==> config.mk <==
export PLATFORM = sky130hd
export DESIGN_NAME = debounce_edge_detect
export DESIGN_NICKNAME = d
export VERILOG_FILES = /design/src/rtl/debounce_edge_detect.sv
export SDC_FILE = /design/constraint.sdc
export NUM_CORES = 1
export LEC_CHECK = 0
export BUFFER_PORTS_ARGS = -buffer_cell sky130_fd_sc_hd__buf_2
export CORE_MARGIN = 10
export CORE_UTILIZATION = 55
export DETAILED_ROUTE_END_ITERATION = 8
export PLACE_DENSITY_LB_ADDON = 0.05
export SLEW_MARGIN = 20
export SYNTH_ARGS = -nofsm -noshare
export SYNTH_HDL_FRONTEND = slang
export SYNTH_SLANG_ARGS = --single-unit
==> constraint.sdc <==
create_clock -name clk -period 3.68 [get_ports clk]
set_input_delay 0.736 -clock clk [delete_from_list [all_inputs] [get_ports clk]]
set_output_delay 0.736 -clock clk [all_outputs]
set_load 0.05 [all_outputs]
==> src/rtl/debounce_edge_detect.sv <==
// ---------------------------------------------------------------------------
// debounce_edge_detect
//
// Purpose:
//   Brings a raw asynchronous level (switch, external pin) into the clk
//   domain. The level is debounced by requiring DB_CYCLES consecutive
//   agreeing samples, and single-cycle pulses are emitted on each accepted
//   rising or falling change. Level changes that do not hold long enough are
//   rejected and tallied in a saturating glitch counter.
//
// Parameters:
//   SYNC_STAGES  number of synchronizer flops on din (2..4)
//   DB_CYCLES    consecutive agreeing samples needed to accept a level
//                (2..65535)
//
// Ports:
//   clk         single clock, all state updates on the rising edge
//   rst         synchronous active-high reset
//   din         raw asynchronous input level
//   dout        debounced, registered stable level
//   rise        one-cycle pulse when dout goes 0 -> 1
//   fall        one-cycle pulse when dout goes 1 -> 0
//   busy        high while a level change is being qualified
//   glitch_cnt  saturating count of rejected level changes
// ---------------------------------------------------------------------------
module debounce_edge_detect #(
    parameter int SYNC_STAGES = 2,
    parameter int DB_CYCLES   = 4
) (
    input  logic       clk,
    input  logic       rst,
    input  logic       din,
    output logic       dout,
    output logic       rise,
    output logic       fall,
    output logic       busy,
    output logic [7:0] glitch_cnt
);

    // Qualification counter only has to reach DB_CYCLES-1.
    localparam int CNT_W = (DB_CYCLES > 2) ? $clog2(DB_CYCLES) : 1;
    localparam logic [CNT_W-1:0] CNT_LAST = CNT_W'(DB_CYCLES - 1);
    localparam logic [CNT_W-1:0] CNT_ONE  = CNT_W'(1);

    localparam logic [1:0] S_LOW    = 2'd0;
    localparam logic [1:0] CHK_HIGH = 2'd1;
    localparam logic [1:0] S_HIGH   = 2'd2;
    localparam logic [1:0] CHK_LOW  = 2'd3;

    logic [SYNC_STAGES-1:0] sync_ff;
    logic                   sync_in;

    logic [1:0]       state;
    logic [1:0]       state_nx;
    logic [CNT_W-1:0] cnt;
    logic [CNT_W-1:0] cnt_nx;
    logic             dout_nx;
    logic             rise_nx;
    logic             fall_nx;
    logic             glitch_hit;

    // Synchronizer chain; only the last stage is seen by the FSM.
    always_ff @(posedge clk) begin
        if (rst) begin
            sync_ff <= '0;
        end else begin
            sync_ff <= {sync_ff[SYNC_STAGES-2:0], din};
        end
    end

    assign sync_in = sync_ff[SYNC_STAGES-1];

    // The first agreeing sample is counted on entry to a CHK state, so the
    // acceptance lands DB_CYCLES edges after sync_in changes. A return of
    // sync_in is checked before the terminal count, so a change that drops
    // out on the last qualifying cycle is still a glitch.
    always_comb begin
        state_nx   = state;
        cnt_nx     = cnt;
        dout_nx    = dout;
        rise_nx    = 1'b0;
        fall_nx    = 1'b0;
        glitch_hit = 1'b0;
        case (state)
            S_LOW: begin
                if (sync_in) begin
                    state_nx = CHK_HIGH;
                    cnt_nx   = CNT_ONE;
                end else begin
                    cnt_nx = '0;
                end
            end
            CHK_HIGH: begin
                if (!sync_in) begin
                    state_nx   = S_LOW;
                    cnt_nx     = '0;
                    glitch_hit = 1'b1;
                end else if (cnt == CNT_LAST) begin
                    state_nx = S_HIGH;
                    cnt_nx   = '0;
                    dout_nx  = 1'b1;
                    rise_nx  = 1'b1;
                end else begin
                    cnt_nx = cnt + CNT_ONE;
                end
            end
            S_HIGH: begin
                if (!sync_in) begin
                    state_nx = CHK_LOW;
                    cnt_nx   = CNT_ONE;
                end else begin
                    cnt_nx = '0;
                end
            end
            CHK_LOW: begin
                if (sync_in) begin
                    state_nx   = S_HIGH;
                    cnt_nx     = '0;
                    glitch_hit = 1'b1;
                end else if (cnt == CNT_LAST) begin
                    state_nx = S_LOW;
                    cnt_nx   = '0;
                    dout_nx  = 1'b0;
                    fall_nx  = 1'b1;
                end else begin
                    cnt_nx = cnt + CNT_ONE;
                end
            end
            default: begin
                state_nx = S_LOW;
                cnt_nx   = '0;
            end
        endcase
    end

    // State, outputs and the saturating glitch tally; reset wins over any
    // acceptance due on the same edge.
    always_ff @(posedge clk) begin
        if (rst) begin
            state      <= S_LOW;
            cnt        <= '0;
            dout       <= 1'b0;
            rise       <= 1'b0;
            fall       <= 1'b0;
            glitch_cnt <= 8'd0;
        end else begin
            state <= state_nx;
            cnt   <= cnt_nx;
            dout  <= dout_nx;
            rise  <= rise_nx;
            fall  <= fall_nx;
            if (glitch_hit && (glitch_cnt != 8'hFF)) begin
                glitch_cnt <= glitch_cnt + 8'd1;
            end
        end
    end

    assign busy = (state == CHK_HIGH) || (state == CHK_LOW);

endmodule

==> results of run 1 <==
layout make-up:
| cell class | count | area [um^2] |
|---|---|---|
| fill | 126 | 441.7 |
| multi-input combinational | 56 | 375.4 |
| sequential | 17 | 340.3 |
| timing repair buffer | 14 | 70.07 |
| clock buffer | 3 | 22.52 |
| tap | 15 | 18.77 |
| inverter | 3 | 11.26 |
| clock inverter | 1 | 5.005 |
flip-flops by register name, indices dropped and copies added, names as in the netlist, named ones only:
name / count
glitch_cnt: 8
cnt: 2
sync_ff: 2
dout: 1
fall: 1
rise: 1
state: 1
per-stage QoR:
| stage | cells | utilization | area [um^2] | setup slack, ps | hold slack (ps) |
|---|---|---|---|---|---|
| after floorplan | 79 | - | 739.5 | 1923 | 413.8 |
| after global placement | 105 | 0.6349 | 815.8 | 2143 | 422.4 |
| after detailed placement | 105 | 0.6349 | 815.8 | 2124 | 434.6 |
| after CTS | 109 | 0.6563 | 843.3 | 1808 | 461.6 |
| after global routing | 109 | 0.6563 | 843.3 | 1739 | 468.5 |
| final | 109 | 0.6563 | 843.3 | 1804 | 457.1 |
power groups by stage:
| stage | clock [mW] | combinational, mW | sequential (mW) |
|---|---|---|---|
| after floorplan | 0 | 0.00956 | 0.198 |
| after global placement | 0 | 0.0184 | 0.194 |
| after detailed placement | 0 | 0.0190 | 0.194 |
| after CTS | 0.0997 | 0.0190 | 0.190 |
| after global routing | 0.108 | 0.0203 | 0.191 |
| final | 0.0980 | 0.0186 | 0.190 |
per-layer routing:
metal	vias up	wire length (um)	track usage	part of all wire
met5	-	0	0	0
met4	0	22	0.04467	0.015
met3	4	105	0.03371	0.072
met2	15	601	0.1379	0.41
met1	293	733	0.1153	0.50
li1	310	-	-	-
logic make-up (layout without fill, tap and decap cells):
| group | count (synthesis) | count (layout) | share of synthesized area |
|---|---|---|---|
| DFF | 17 | 17 | 0.4602 |
| muxes | 2 | 2 | 0.02707 |
| xor gates and xnor gates | 3 | 3 | 0.04570 |
| AOI/OAI and AO/OA | 18 | 18 | 0.1675 |
| adders and majority gates | 2 | 2 | 0.03384 |
| and+or+nand+nor | 31 | 31 | 0.2335 |
| buffers and inverters | 6 | 21 | 0.03215 |
Yosys cell counts, types with 2 or more instances:
master and number:
a211oi_1 3, a21oi_1 5, a31oi_1 3, clkbuf_1 2, dfxtp_1 17, ha_1 2
inv_1 3, mux2i_1 2, nand2_1 6, nand3_1 5, nor2_1 9, nor2b_1 2
nor3b_1 2, o21ai_0 2
final timing paths:
path / from / endpoint / slack [ps] / cells after the start
worst max-delay path: state[0] / busy / 1800 / 1
worst min register to register: sync_ff[0] / sync_ff[1] / 460 / 1
worst min-delay path: sync_ff[0] / sync_ff[1] / 460 / 1
worst max register to register: glitch_cnt[0] / glitch_cnt[1] / 2150 / 5
==> metrics, run 1 <==
worst-path cell chain=buf_2; Top-Level Pins=15; Final Hold Fails=0; Logic pwr share=0.061; cell accounting for the most synthesized area=dfxtp_1; outcome=finished, final reports clean; Psw=between 70 and 80 uW; relative slew slack=0.7700; drt pass-1 iters=4; H-Tree Level Count=1; clk slew on worst S/H paths=around 100 ps; Area growth syn-to-layout=14.04%; first-pass GRT wire length=between 2000 and 3000 um; Final Skew=a little over 7 ps; worst path arrival time=roughly 1100 ps; Vias=a little over 600; Yosys top cell area share=0.4602; CTS resizes=0; gpl congestion=about 0.78; Synth Net Count=between 80 and 90; CTS Buffer Depth=2; CORE AREA=approximately 1300 um^2; row cnt=13; post-route ant nets=0; drt drc=0; synthesized flop and latch total=17; syn avg cell area=~9.4 um^2; RSZ-0062 raised after global routing=no; crit-path max FO=11; Routed WL=about 1500 um; Achievable Freq=roughly 0.53 GHz; Critical-path top delay cell=dfxtp_1; Ys Warns=0; Final TNS setup=0 ps; # nets final=100; ant diodes=0; Mapped Cells=between 70 and 80; clock sinks=17; crit start category=flip-flop; vias per cell=approximately 5.7; number of global-route vias before repair=just over 600; internal power consumption=between 200 and 250 uW; largest net degree at the start of global routing=17; total of max-cap violations=0; Die W=approximately 57 um; Post-synth ARST share=0; most common cell after layout, fill and taps aside=dfxtp_1; top_reg_cell synth=dfxtp_1; Setup Crit Path Kind=reg -> out; top cells by area, synth=dfxtp_1, nor2_1, a21oi_1; Die Area=between 3000 and 4000 um^2; cts hold-fix bufs=0; Sw Ratio=0.2397; most frequent cells in the layout=dfxtp_1, buf_2, nor2_1; share of cells above drive strength 1=0.2553; initial antenna violation count=0; initial core utilization=0.5755; buffer and inverter count on the worst path=1; clock share of power=0.320; peak supply drop=~210 uV; sequential fraction of the synthesis area=0.4602; wire per inst=13.41 um; final worst path period share=0.5099; total track usage=0.09329; Clock Tree Root=clkbuf_4; power per standard cell area=363.7 nW/um^2; total power=just over 300 uW; Critical Path Max Stage Delay=between 500 and 600 ps; hold crit path type=reg -> reg; postcts setup bufs=0; TritonCTS Buffers=3; DP HPWL=around 1100 um; Leak=approximately 0.34 nW; count of input and output buffers=14; global route overflow=0; worst skew pair latency=between 200 and 300 ps; 1st-iter DRT viols=6; number of synthesized flops with an enable pin=0; number of distinct library cells after synthesis=30; Slew @ Worst Pin=340.1 ps; Worst setup EP type=output port; sequential power share=0.620; die span in y=approximately 57 um; CTS tree=yes; WP data required=approximately 2900 ps; CP delay by family, top=flip-flops; Slew Viols, Final=0; endpoints failing setup=0; synthesized cell area=between 700 and 800 um^2; min Tclk post-route=approximately 1900 ps
Note: power is estimated with default switching activity, not from simulation.
==> run 2, diff against run 1 <==
--- a/config.mk
+++ b/config.mk
@@ -7,7 +7,7 @@
 export LEC_CHECK = 0
 export BUFFER_PORTS_ARGS = -buffer_cell sky130_fd_sc_hd__buf_2
 export CORE_MARGIN = 10
-export CORE_UTILIZATION = 55
+export CORE_UTILIZATION = 46
 export DETAILED_ROUTE_END_ITERATION = 8
 export PLACE_DENSITY_LB_ADDON = 0.05
 export SLEW_MARGIN = 20
==> constraint.sdc (replaced) <==
create_clock -name clk -period 1.65 [get_ports clk]
set_input_delay 0.33 -clock clk [delete_from_list [all_inputs] [get_ports clk]]
set_output_delay 0.33 -clock clk [all_outputs]
set_load 0.05 [all_outputs]
==> metrics, run 2 (synthesis gave the netlist of run 1 again) <==
DP HPWL=1150 um (+4.1%); crit-path max FO=6 (-5); worst-path cell chain=buf_4 > buf_2; most common cell after layout, fill and taps aside=dfxtp_1; Slew @ Worst Pin=332.2 ps (-7.983 ps); CTS resizes=0 (unchanged); RR Startpoint=glitch_cnt[0]; total track usage=0.09554 (+0.002256); drt pass-1 iters=2 (-2); WP data required=1320 ps (-1620 ps); Achievable Freq=roughly 0.67 GHz; initial antenna violation count=0 (unchanged); Slew Viols, Final=0 (unchanged); Setup Crit Path Kind=reg -> out; TritonCTS Buffers=3 (unchanged); post-route ant nets=0 (unchanged); total power=691.8 uW (+130%); Die Area=3611 um^2 (+12%); final worst path period share=0.9076; vias per cell=5.522 (-3.2%); hold path cells=2 (+1); row cnt=14 (+1); Final Skew=2.387 ps (-4.861 ps); CTS tree=yes; r2r endpoint=glitch_cnt[1]; worst skew pair latency=290 ps (about the same); outcome=finished, final reports clean; Critical-path top delay cell=dfxtp_1; Vias=624 (+0.32%); wire per inst=13.72 um (+2.3%); 1st-iter DRT viols=8 (+2); Largest register FFs=8 (unchanged); postcts setup bufs=0 (unchanged); share of cells above drive strength 1=0.2887 (+0.03334); die span in y=60.10 um (+6.1%); total of max-cap violations=0 (unchanged); min-delay src=din; biggest regs=glitch_cnt (8), cnt (2), sync_ff (2); min Tclk post-route=roughly 1500 ps; Die W=60.10 um (+6.1%); area occupied by multi-input gates=375.4 um^2 (unchanged); first-pass GRT wire length=2711 um (+6.5%); CP delay by family, top=flip-flops; hold endpoint=sync_ff[0]; most frequent cells in the layout=dfxtp_1, buf_2, nor2_1; Top-Level Pins=15 (unchanged); Worst setup EP type=output port; Placement Setup Slack=167.2 ps (-1956 ps); peak supply drop=513.3 uV (+140%); hold crit path type=in -> reg; Routed WL=1550 um (+6.0%); clock sinks=17 (unchanged); Final TNS setup=0 ps (unchanged); initial core utilization=0.4909 (-0.08460); gpl congestion=0.7453 (-5.0%); worst path arrival time=1170 ps (+30 ps); relative slew slack=0.7776 (+0.007542); Leak=0.3494 nW (+4.3%); crit start category=flip-flop; register area=342.8 um^2 (+0.74%); worst setup margin=152.5 ps (-1651 ps); global route overflow=0 (unchanged); CORE AREA=1506 um^2 (+17%); count of input and output buffers=14 (unchanged); Util after Layout=0.5764 (-0.07987); number of global-route vias before repair=642 (+5.9%); Clock Tree Root=clkbuf_4; cts hold-fix bufs=0 (unchanged); H-Tree Level Count=1 (unchanged); RSZ-0062 raised after global routing=no; Reg2Reg Setup Slack=170 ps (-1980 ps); clk slew on worst S/H paths=90 ps (about the same); ant diodes=0 (unchanged); R2R depth=5 (unchanged); endpoints failing setup=0 (unchanged); Critical Path Max Stage Delay=440 ps (-80 ps); Most flops, register=glitch_cnt; Final Hold Fails=0 (unchanged); buffer and inverter count on the worst path=2 (+1); Area growth syn-to-layout=17.43%; CTS Buffer Depth=2 (unchanged); fillers=157 (+25%); largest net degree at the start of global routing=17 (unchanged); power per standard cell area=796.7 nW/um^2 (+120%); # nets final=103 (+3.0%); drt drc=0 (unchanged)
-- run 2: per-layer routing --
layer / routed length [um] / vias up / global-route usage
li1: - / 320 / -
met1: 740 / 290 / 0.1111
met2: 689 / 12 / 0.1544
met3: 106 / 2 / 0.02754
met4: 14 / 0 / 0.04808
met5: 0 / - / 0
-- run 2: where the power goes --
part	switching (mW)	leakage [nW]	internal (mW)
combinational	0.0311	0.196	0.0149
sequential	0.00582	0.139	0.417
clock	0.129	0.0150	0.0939
-- run 2: worst max-delay path by stage --
stage | start | end | cells after the start
finish | state[0] | busy | 2
global route | glitch_cnt[4] | glitch_cnt[1] | 4
CTS | state[0] | busy | 2
detailed placement | glitch_cnt[0] | glitch_cnt[1] | 5
global placement | glitch_cnt[0] | glitch_cnt[1] | 5
floorplan | glitch_cnt[4] | glitch_cnt[1] | 4
-- run 2: metrics by stage --
stage               hold slack (ps)  std cells  area, um^2
floorplan                     401.6         79       742.0
global placement              423.3        109       842.1
detailed placement            430.3        109       842.1
CTS                           249.0        113       868.3
global route                  291.1        113       868.3
finish                        248.3        113       868.3
-- run 2: cell type report --
| cell class | instances | area share |
|---|---|---|
| Inverter | 3 | 0.01297 |
| Tap cell | 16 | 0.02305 |
| Multi-Input combinational cell | 56 | 0.4323 |
| Timing Repair Buffer | 17 | 0.1066 |
| Clock buffer | 4 | 0.03026 |
| Sequential cell | 17 | 0.3948 |
